===== config.mk =====
export PLATFORM = sky130hd
export DESIGN_NAME = a_74194
export DESIGN_NICKNAME = d
export VERILOG_FILES = /design/src/rtl/a_74194.sv
export SDC_FILE = /design/constraint.sdc
export NUM_CORES = 1
export LEC_CHECK = 0
export ABC_AREA = 1
export ABC_CLOCK_PERIOD_IN_PS = 800
export BUFFER_PORTS_ARGS = -buffer_cell sky130_fd_sc_hd__buf_2
export CAP_MARGIN = 20
export CELL_PAD_IN_SITES_DETAIL_PLACEMENT = 2
export CELL_PAD_IN_SITES_GLOBAL_PLACEMENT = 2
export CORE_MARGIN = 1.5
export CORE_UTILIZATION = 18
export DETAILED_ROUTE_END_ITERATION = 8
export PLACE_DENSITY = 0.73
export SLEW_MARGIN = 20
export SYNTH_ARGS = -nofsm -noshare
export SYNTH_HDL_FRONTEND = slang
export SYNTH_SLANG_ARGS = --single-unit

===== constraint.sdc =====
create_clock -name clk -period 0.8 [get_ports clk]
set_input_delay 0.12 -clock clk [delete_from_list [all_inputs] [get_ports clk]]
set_output_delay 0.12 -clock clk [all_outputs]
set_load 0.005 [all_outputs]

===== src/rtl/a_74194.sv =====
// a_74194: 74194-style universal shift register.
// Each edge holds, shifts right, shifts left or loads; clr clears at once.
module a_74194 #(
  parameter int WIDTH = 4
) (
  input  logic             clk,
  input  logic             clr,
  input  logic             M1,
  input  logic             M0,
  input  logic             SR,
  input  logic             SL,
  input  logic [WIDTH-1:0] D,
  output logic [WIDTH-1:0] Q
);

  logic [WIDTH-1:0] q_nxt;

  // Right shift moves data toward Q[WIDTH-1]; left shift toward Q[0].
  always_comb begin
    q_nxt = Q;
    unique case ({M1, M0})
      2'b00: q_nxt = Q;
      2'b01: q_nxt = {Q[WIDTH-2:0], SR};
      2'b10: q_nxt = {SL, Q[WIDTH-1:1]};
      2'b11: q_nxt = D;
      default: q_nxt = Q;
    endcase
  end

  always_ff @(posedge clk or posedge clr) begin
    if (clr) Q <= '0;
    else     Q <= q_nxt;
  end

endmodule


==> results of run 1 <==
worst min-delay path: stages:
cell and delay [ns]:
buf_2 0.08, nand2_1 0.05, nand3_1 0.08, nand2_1 0.05, nand2_1 0.06
where the power goes:
part	internal (mW)	switching, mW	leakage (nW)
clock	0.167	0.0757	0.0138
combinational	0.0782	0.0829	0.157
sequential	0.232	0.0250	0.0494
total	0.477	0.184	0.220
what timing repair did:
action | CTS | global route
buffers inserted | 0 | 1
hold buffers | 1 | 0
hold endpoints to repair | 4 | 0
pin swaps | 2 | 2
endpoints found under the setup margin | 6 | 8
synthesized netlist by cell type (all sizes together):
cell type	count	area [µm²]
nor2	4	20.02
buf	1	11.26
inv	5	18.77
nand2	14	52.55
nand3	10	50.05
a21oi	1	5.000
dfrtp	4	100.1
layout make-up:
class                           count  area, µm²
Inverter                            5      18.77
Multi-Input combinational cell     29      127.6
Fill cell                         170      939.7
Tap cell                           15      18.77
Timing Repair Buffer               16      90.09
Sequential cell                     4      100.1
Clock buffer                        3      22.52
logic make-up (layout without fill, tap and decap cells):
group                  count (synthesis)  in the layout  synth area share, %
AO/OA/AOI/OAI                          1              1                1.940
AND/OR/NAND/NOR                       28             28                47.57
flip-flops                             4              4                38.84
buffers and inverters                  6             24                11.65
how the worst max path moves through the flow:
stage / to / cells after the start / slack (ns)
after floorplan: Q[3] / 4 / 0.06
after global placement: Q[3] / 5 / -0.03
after detailed placement: Q[3] / 4 / -0.01
after CTS: Q[1] / 1 / -0.11
after global routing: Q[1] / 1 / -0.14
final: Q[2] / 1 / -0.09
routing by layer:
metal,GRT usage (%),wire length (µm),vias up
li1,-,-,158
met1,15.79,336,139
met2,20.31,435,6
met3,3.261,22,0
met4,10.00,0,0
met5,0,0,-
per-stage QoR:
stage / area [µm²] / hold WS (ns) / setup TNS, ns / std cells
global placement: 337.8 / 0.01329 / -0.07924 / 67
floorplan: 257.7 / -0.1139 / 0 / 39
finish: 377.9 / 0.2383 / -0.3068 / 72
CTS: 370.4 / 0.2320 / -0.3885 / 71
global route: 377.9 / 0.2608 / -0.6318 / 72
detailed placement: 337.8 / 0.01139 / -0.02120 / 67
==> flow_metrics.py, run 1 <==
metrics = {
    "placed_design": {
        "gp_congestion": 0.7354,
        "hpwl_um": 671.8,
        "place_ws_ns": -0.01194,
        "io_buffers": 13,
    },
    "hold_path": {
        "hold_class": "input port to flop",
        "whs_path_depth": 5,
        "min_from": "SR",
        "hold_end": "Q[0]",
    },
    "timing": {
        "skew_ns": 0.0002470,
        "rsz0062_at_grt": "yes",
        "min_period_ns": 0.8887,
        "slew_headroom_pct": 86.68,
        "finalMaxSlewViolations": 0,
        "tightestPinTransition_ns": 0.1998,
        "setup_viol": 4,
        "finalCritPeriodShare_pct": 111.1,
        "max_freq_ghz": 1.125,
        "hold_violations": 0,
        "setup_slack_ns": -0.08867,
    },
    "critical_path": {
        "timing.rr.end": "Q[3]",
        "path_cells": "buf_2",
        "crit_fanout": 4,
        "r2r_cells": 4,
        "path_buf_inv": 1,
        "critical_path.max_stage_delay_ns": 0.40,
        "timing.rr.start": "Q[2]",
        "crit_family": "flip-flops",
        "worstSetupStartpointType": "flop",
        "ff2ff_setup_slack_ns": 0.02,
        "cp.arrival_ns": 0.77,
        "cp_slowest_cell": "dfrtp_1",
        "required_ns": 0.68,
        "end_kind": "output port",
        "path_class": "flop to output port",
        "cp-startpoint": "Q[2]",
    },
    "floorplan": {
        "io_pins": 14,
        "placementRows": 13,
        "core_area_mm2": 0.001318,
        "start_util_pct": 19.56,
        "die_y_um": 40.84,
        "die_w_um": 40.84,
        "die-area_mm2": 0.001668,
    },
    "grt": {
        "grt_pass1_wl_um": 1366,
        "track_usage_pct": 13.29,
        "grt_max_degree": 11,
        "antenna_found_initial": 0,
        "grt_overflow": 0,
        "grt_pass1_vias": 313,
    },
    "synthesis": {
        "synth_warnings": 0,
        "ys_seq_elements": 4,
        "synth_area_um2": 257.7,
        "ys_seq_area_share_pct": 38.83,
        "syn_area_per_cell_um2": 6.609,
        "synth_nets": 49,
        "synth_cell_types": 9,
        "syn_inst": 39,
    },
    "run": {
        "maxCapViolCount": 0,
    },
    "final_layout": {
        "largest_register_ffs": 4,
        "antennaDiodeCount": 0,
        "nets": 69,
        "final_common_cell": "nand2_1",
        "reg_top3": "Q: 4 flops",
        "drive_above_1_share_pct": 40.35,
        "area.growth.synth_to_final_pct": 46.60,
        "layout_common_cells": "14 x nand2_1, 13 x buf_2, 10 x nand3_1",
        "post-route-util_pct": 28.68,
        "regMostFlops": "Q",
    },
    "power_and_ir_drop": {
        "leakage_nw": 0.2197,
        "peakVddDrop_mv": 0.6595,
        "power_density_mw_per_mm2": 1749,
        "total_power_uw": 660.9,
    },
    "routing": {
        "drt_first_iter_violations": 0,
        "drcViolationCount": 0,
        "drtAntennaViolNets": 0,
        "num_vias": 303,
        "wirelength_um": 793,
        "viasPerCell": 4.208,
        "wl_per_cell_um": 11.01,
        "drtPass1Iterations": 1,
    },
    "cts": {
        "insertion_delay_ns": 0.23,
        "cts_tree": "yes",
        "clk_pin_slew_ns": 0.04,
        "root_buffer": "clkbuf_4",
        "clk_path_buf_depth": 2,
        "cts_buffers": 3,
        "ctsResizeCount": 0,
        "clkSinkCount": 4,
        "cts_max_level": 1,
    },
    "run_status": {
        "violations": "negative setup slack",
        "outcome": "complete, but fails checks",
    },
}
No activity file was read; power rests on OpenSTA's default activity.
==> run 2: changes to the inputs <==
--- a/config.mk
+++ b/config.mk
@@ -14,7 +14,7 @@
 export CORE_MARGIN = 1.5
 export CORE_UTILIZATION = 18
 export DETAILED_ROUTE_END_ITERATION = 8
-export PLACE_DENSITY = 0.73
+export PLACE_DENSITY_LB_ADDON = 0.08
 export SLEW_MARGIN = 20
 export SYNTH_ARGS = -nofsm -noshare
 export SYNTH_HDL_FRONTEND = slang
==> run 2 against run 1 <==
Against the previous run: the flow still finishes with violations (negative setup slack); fmax shrank 1.0%; non-clock buffer count up 1; count of clock-buffer cells in the layout is the same; cell area grew 2.0%; sequential cell count is the same; via count is 4.6% higher; critical endpoint unchanged; largest cell class unchanged.
==> flow_metrics.py, run 2 (synthesis results as in run 1) <==
metrics = {
    "grt": {
        "grt_pass1_vias": 342,
        "track_usage_pct": 12.73,
        "antenna_found_initial": 0,
        "grt_pass1_wl_um": 1345,
        "grt_overflow": 0,
        "grt_max_degree": 11,
    },
    "cts": {
        "root_buffer": "clkbuf_4",
        "clkSinkCount": 4,
        "clk_pin_slew_ns": 0.04,
        "clk_path_buf_depth": 2,
        "insertion_delay_ns": 0.23,
        "ctsResizeCount": 0,
        "cts_max_level": 1,
        "cts_tree": "yes",
        "cts_buffers": 3,
    },
    "critical_path": {
        "timing.rr.end": "Q[1]",
        "cp-startpoint": "Q[2]",
        "path_cells": "buf_2",
        "worstSetupStartpointType": "flop",
        "timing.rr.start": "Q[2]",
        "path_buf_inv": 1,
        "end_kind": "output port",
        "crit_family": "flip-flops",
        "critical_path.endpoint": "Q[2]",
        "cp.arrival_ns": 0.78,
        "crit_fanout": 4,
        "cp.depth": 1,
        "critical_path.max_stage_delay_ns": 0.40,
        "ff2ff_setup_slack_ns": -0.02,
        "cp_slowest_cell": "dfrtp_1",
        "required_ns": 0.68,
        "r2r_cells": 4,
        "path_class": "flop to output port",
    },
    "hold_path": {
        "min_from": "SR",
        "hold_class": "input port to flop",
    },
    "timing": {
        "rsz0062_at_grt": "yes",
        "slew_headroom_pct": 87.79,
        "max_freq_ghz": 1.114,
        "finalCritPeriodShare_pct": 112.2,
        "whs_ns": 0.2402,
        "setup_viol": 5,
        "hold_violations": 0,
        "min_period_ns": 0.8977,
        "tightestPinTransition_ns": 0.1831,
        "setup_slack_ns": -0.09773,
        "finalMaxSlewViolations": 0,
        "skew_ns": 0.003657,
    },
    "final_layout": {
        "drive_above_1_share_pct": 41.38,
        "fin_area_um2": 385.4,
        "largest_register_ffs": 4,
        "nets": 70,
        "final_cells": 73,
        "layout_common_cells": "14 x nand2_1, 13 x buf_2, 10 x nand3_1",
        "reg_top3": "Q: 4 flops",
        "area.growth.synth_to_final_pct": 49.51,
        "regMostFlops": "Q",
        "antennaDiodeCount": 0,
        "final_common_cell": "nand2_1",
    },
    "routing": {
        "drcViolationCount": 0,
        "wl_per_cell_um": 11.36,
        "drtAntennaViolNets": 0,
        "wirelength_um": 829,
        "num_vias": 317,
        "viasPerCell": 4.342,
        "drt_first_iter_violations": 1,
        "drtPass1Iterations": 2,
    },
    "run_status": {
        "violations": "negative setup slack",
        "outcome": "complete, but fails checks",
    },
    "power_and_ir_drop": {
        "peakVddDrop_mv": 0.6673,
        "power.combinational.fraction_pct": 25.9,
        "leakage_nw": 0.2248,
        "p_int_uw": 485.6,
        "p_sw_uw": 188.4,
        "total_power_uw": 674.0,
        "clkPwrFrac_pct": 35.9,
        "p_seq_share_pct": 38.3,
        "power_density_mw_per_mm2": 1749,
        "switching_share_pct": 27.95,
    },
    "run": {
        "maxCapViolCount": 0,
    },
    "placed_design": {
        "hpwl_um": 673.8,
        "gp_congestion": 0.7047,
        "dp_cells": 67,
        "io_buffers": 13,
        "dpl_cell_area_um2": 337.8,
    },
    "floorplan": {
        "die-area_mm2": 0.001668,
        "io_pins": 14,
        "start_util_pct": 19.56,
        "die_w_um": 40.84,
        "core_area_mm2": 0.001318,
        "die_y_um": 40.84,
        "placementRows": 13,
    },
}
[run 2: worst min-delay path by stage]
stage	cells after the start	slack, ns	endpoint
finish	5	0.24	Q[0]
global route	5	0.27	Q[0]
CTS	5	0.24	Q[0]
detailed placement	2	0.01	Q[3]
global placement	2	0.005	Q[3]
floorplan	1	-0.11	Q[0]
[run 2: final cells by class]
cell class	count	area [µm²]
sequential	4	100.1
tap	15	18.77
fill	167	932.1
inverter	5	18.77
multi-input combinational	29	127.6
timing repair buffer	17	97.59
clock buffer	3	22.52
[run 2: through the flow]
| step | util, % | setup WS [ns] | TNS (ns) |
|---|---|---|---|
| after global routing | 29.25 | -0.1407 | -0.6920 |
| after global placement | 25.64 | -0.01590 | -0.01590 |
| after CTS | 29.25 | -0.1097 | -0.3912 |
| after floorplan | - | 0.05725 | 0 |
| final | 29.25 | -0.09773 | -0.3445 |
| after detailed placement | 25.64 | -0.02131 | -0.03355 |
[run 2: routing by layer]
metal,track usage [%],share of wire [%]
met5,0,0
met4,7.500,0.97
met3,3.261,4.2
met2,23.05,53
met1,12.83,41
[run 2: timing repair]
action                                 CTS  global route
setup endpoints to repair                6             8
endpoints found under the hold margin    4             0
hold buffers                             1             0
pin swaps                                1             3
setup buffers                            2             0
[run 2: power by group through the flow]
stage	logic, mW	registers [mW]	clock network [mW]
finish	0.174	0.258	0.242
floorplan	0.0766	0.260	0
global route	0.199	0.263	0.273
CTS	0.179	0.257	0.253
global placement	0.149	0.258	0
detailed placement	0.154	0.261	0
==> run 3: changes to the inputs <==
--- a/config.mk
+++ b/config.mk
@@ -9,11 +9,9 @@
 export ABC_CLOCK_PERIOD_IN_PS = 800
 export BUFFER_PORTS_ARGS = -buffer_cell sky130_fd_sc_hd__buf_2
 export CAP_MARGIN = 20
-export CELL_PAD_IN_SITES_DETAIL_PLACEMENT = 2
-export CELL_PAD_IN_SITES_GLOBAL_PLACEMENT = 2
-export CORE_MARGIN = 1.5
-export CORE_UTILIZATION = 18
+export CORE_AREA = 2 2 39 41
 export DETAILED_ROUTE_END_ITERATION = 8
+export DIE_AREA = 0 0 41 43
 export PLACE_DENSITY_LB_ADDON = 0.08
 export SLEW_MARGIN = 20
 export SYNTH_ARGS = -nofsm -noshare
==> run 3 against run 2 <==
Against the previous run: the run still ends with negative setup slack left; largest power group is now clock; largest cell class unchanged; critical path depth rose by 1; total power rose by 6.4%; count of clock-buffer cells in the layout did not move; routed wire length fell by 20%; sequential power fell by 2%; die area rose by 5.7%.
==> flow_metrics.py, run 3 (synthesis results as in run 1) <==
metrics = {
    "final_layout": {
        "final_cells": 75,
        "drive_above_1_share_pct": 45.76,
        "antennaDiodeCount": 0,
        "largest_register_ffs": 4,
        "fillers": 164,
        "reg_top3": "Q: 4 flops",
        "final_common_cell": "nand2_1",
        "regMostFlops": "Q",
        "layout_common_cells": "14 x nand2_1, 12 x buf_2, 8 x nand3_1",
        "nets": 71,
        "area.growth.synth_to_final_pct": 60.68,
    },
    "placed_design": {
        "gp_congestion": 0.6555,
        "io_buffers": 13,
        "hpwl_um": 537.1,
        "place_ws_ns": -0.02361,
        "dp_cells": 68,
    },
    "critical_path": {
        "end_kind": "output port",
        "crit_family": "flip-flops",
        "path_class": "flop to output port",
        "path_buf_inv": 2,
        "ff2ff_setup_slack_ns": -0.07,
        "path_cells": "buf_6, buf_6",
        "r2r_cells": 5,
        "required_ns": 0.68,
        "crit_top_cell": "buf_6",
        "critical_path.max_stage_delay_ns": 0.38,
        "crit_fanout": 2,
        "worstSetupStartpointType": "flop",
        "cp_slowest_cell": "dfrtp_1",
        "cp.arrival_ns": 0.84,
        "timing.rr.start": "Q[2]",
        "timing.rr.end": "Q[3]",
    },
    "routing": {
        "drcViolationCount": 0,
        "wirelength_um": 661,
        "drtAntennaViolNets": 0,
        "viasPerCell": 4.240,
        "num_vias": 318,
        "wl_per_cell_um": 8.813,
        "drt_first_iter_violations": 3,
        "drtPass1Iterations": 2,
    },
    "power_and_ir_drop": {
        "peakVddDrop_mv": 0.6023,
        "leakage_nw": 0.2373,
        "power_density_mw_per_mm2": 1732,
    },
    "grt": {
        "track_usage_pct": 9.476,
        "grt_overflow": 0,
        "antenna_found_initial": 0,
        "grt_pass1_vias": 315,
        "grt_pass1_wl_um": 1138,
        "grt_max_degree": 11,
    },
    "cts": {
        "clk_path_buf_depth": 2,
        "cts_max_level": 1,
        "cts_buffers": 3,
        "cts_tree": "yes",
        "clk_pin_slew_ns": 0.04,
        "root_buffer": "clkbuf_4",
        "insertion_delay_ns": 0.23,
        "clkSinkCount": 4,
    },
    "floorplan": {
        "core_area_mm2": 0.001384,
        "start_util_pct": 18.63,
        "die_y_um": 43,
        "placementRows": 14,
        "io_pins": 14,
        "die_w_um": 41,
        "die-area_mm2": 0.001763,
    },
    "hold_path": {
        "hold_end": "Q[0]",
        "min_from": "SR",
        "whs_path_depth": 5,
        "hold_class": "input port to flop",
    },
    "run_status": {
        "outcome": "complete, but fails checks",
        "violations": "negative setup slack",
    },
    "timing": {
        "slew_headroom_pct": 86.95,
        "max_freq_ghz": 1.045,
        "finalCritPeriodShare_pct": 119.6,
        "hold_violations": 0,
        "min_period_ns": 0.9566,
        "finalMaxSlewViolations": 0,
        "setup_viol": 6,
        "setup_slack_ns": -0.1566,
        "tightestPinTransition_ns": 0.1955,
        "rsz0062_at_grt": "yes",
        "skew_ns": 0.002081,
    },
    "run": {
        "maxCapViolCount": 0,
    },
}
run 3: cell types whose count changed in the layout (fill, tap and decap cells not counted):
cell     delta
buf_2       -1
buf_6       +2
nand3_1     -2
nand3_2     +2
run 3: how the worst max path moves through the flow:
stage	slack, ns	to	depth (start not counted)	from
finish	-0.16	Q[2]	2	Q[2]
global route	-0.19	Q[2]	2	Q[2]
CTS	-0.16	Q[2]	2	Q[2]
detailed placement	-0.02	Q[2]	5	M1
global placement	-0.03	Q[0]	5	M1
floorplan	0.06	Q[3]	4	Q[2]
run 3: area by class of cell:
type	instances	area [µm²]	share of cell area, %
inverter	5	18.77	4.532
timing repair buffer	18	115.1	27.79
clock buffer	3	22.52	5.438
multi-input combinational	29	137.6	33.23
tap	16	20.02	4.834
sequential	4	100.1	24.17
run 3: power by group:
group	internal [mW]	switching, mW
registers	0.231	0.0218
clock network	0.168	0.0867
logic	0.116	0.0936
run 3: per-layer routing:
layer	vias to the layer above	wire [µm]	track usage, %
met4	0	0	6.000
met5	-	0	0
li1	163	-	-
met3	0	54	3.141
met2	7	321	14.06
met1	148	285	11.07
run 3: stage by stage:
step	utilization (%)	TNS, ns	power, mW	instance area, µm²	hold WS (ns)
after floorplan	-	0	0.3363	257.7	-0.1139
after global placement	24.50	-0.1203	0.4187	339.1	0.01836
after detailed placement	24.50	-0.07317	0.4142	339.1	0.01188
after CTS	29.20	-0.5402	0.7231	404.1	0.2086
after global routing	29.93	-0.8450	0.7705	414.1	0.2479
final	29.93	-0.5004	0.7173	414.1	0.2121
run 3: what timing repair did:
action                                  in CTS  in global routing
endpoints found under the setup margin       4                  8
pin swaps                                    1                  6
hold buffers                                 1                  0
resized for setup                            2                  2
buffers inserted                             3                  0
endpoints found under the hold margin        4                  0
run 3: worst register-to-register path, cell delays in order, from the launching register on:
cell and delay, ns:
dfrtp_1 0.38, buf_4 0.14, nand2_1 0.06, nand2_1 0.05
nor2_1 0.09, nor2_1 0.05
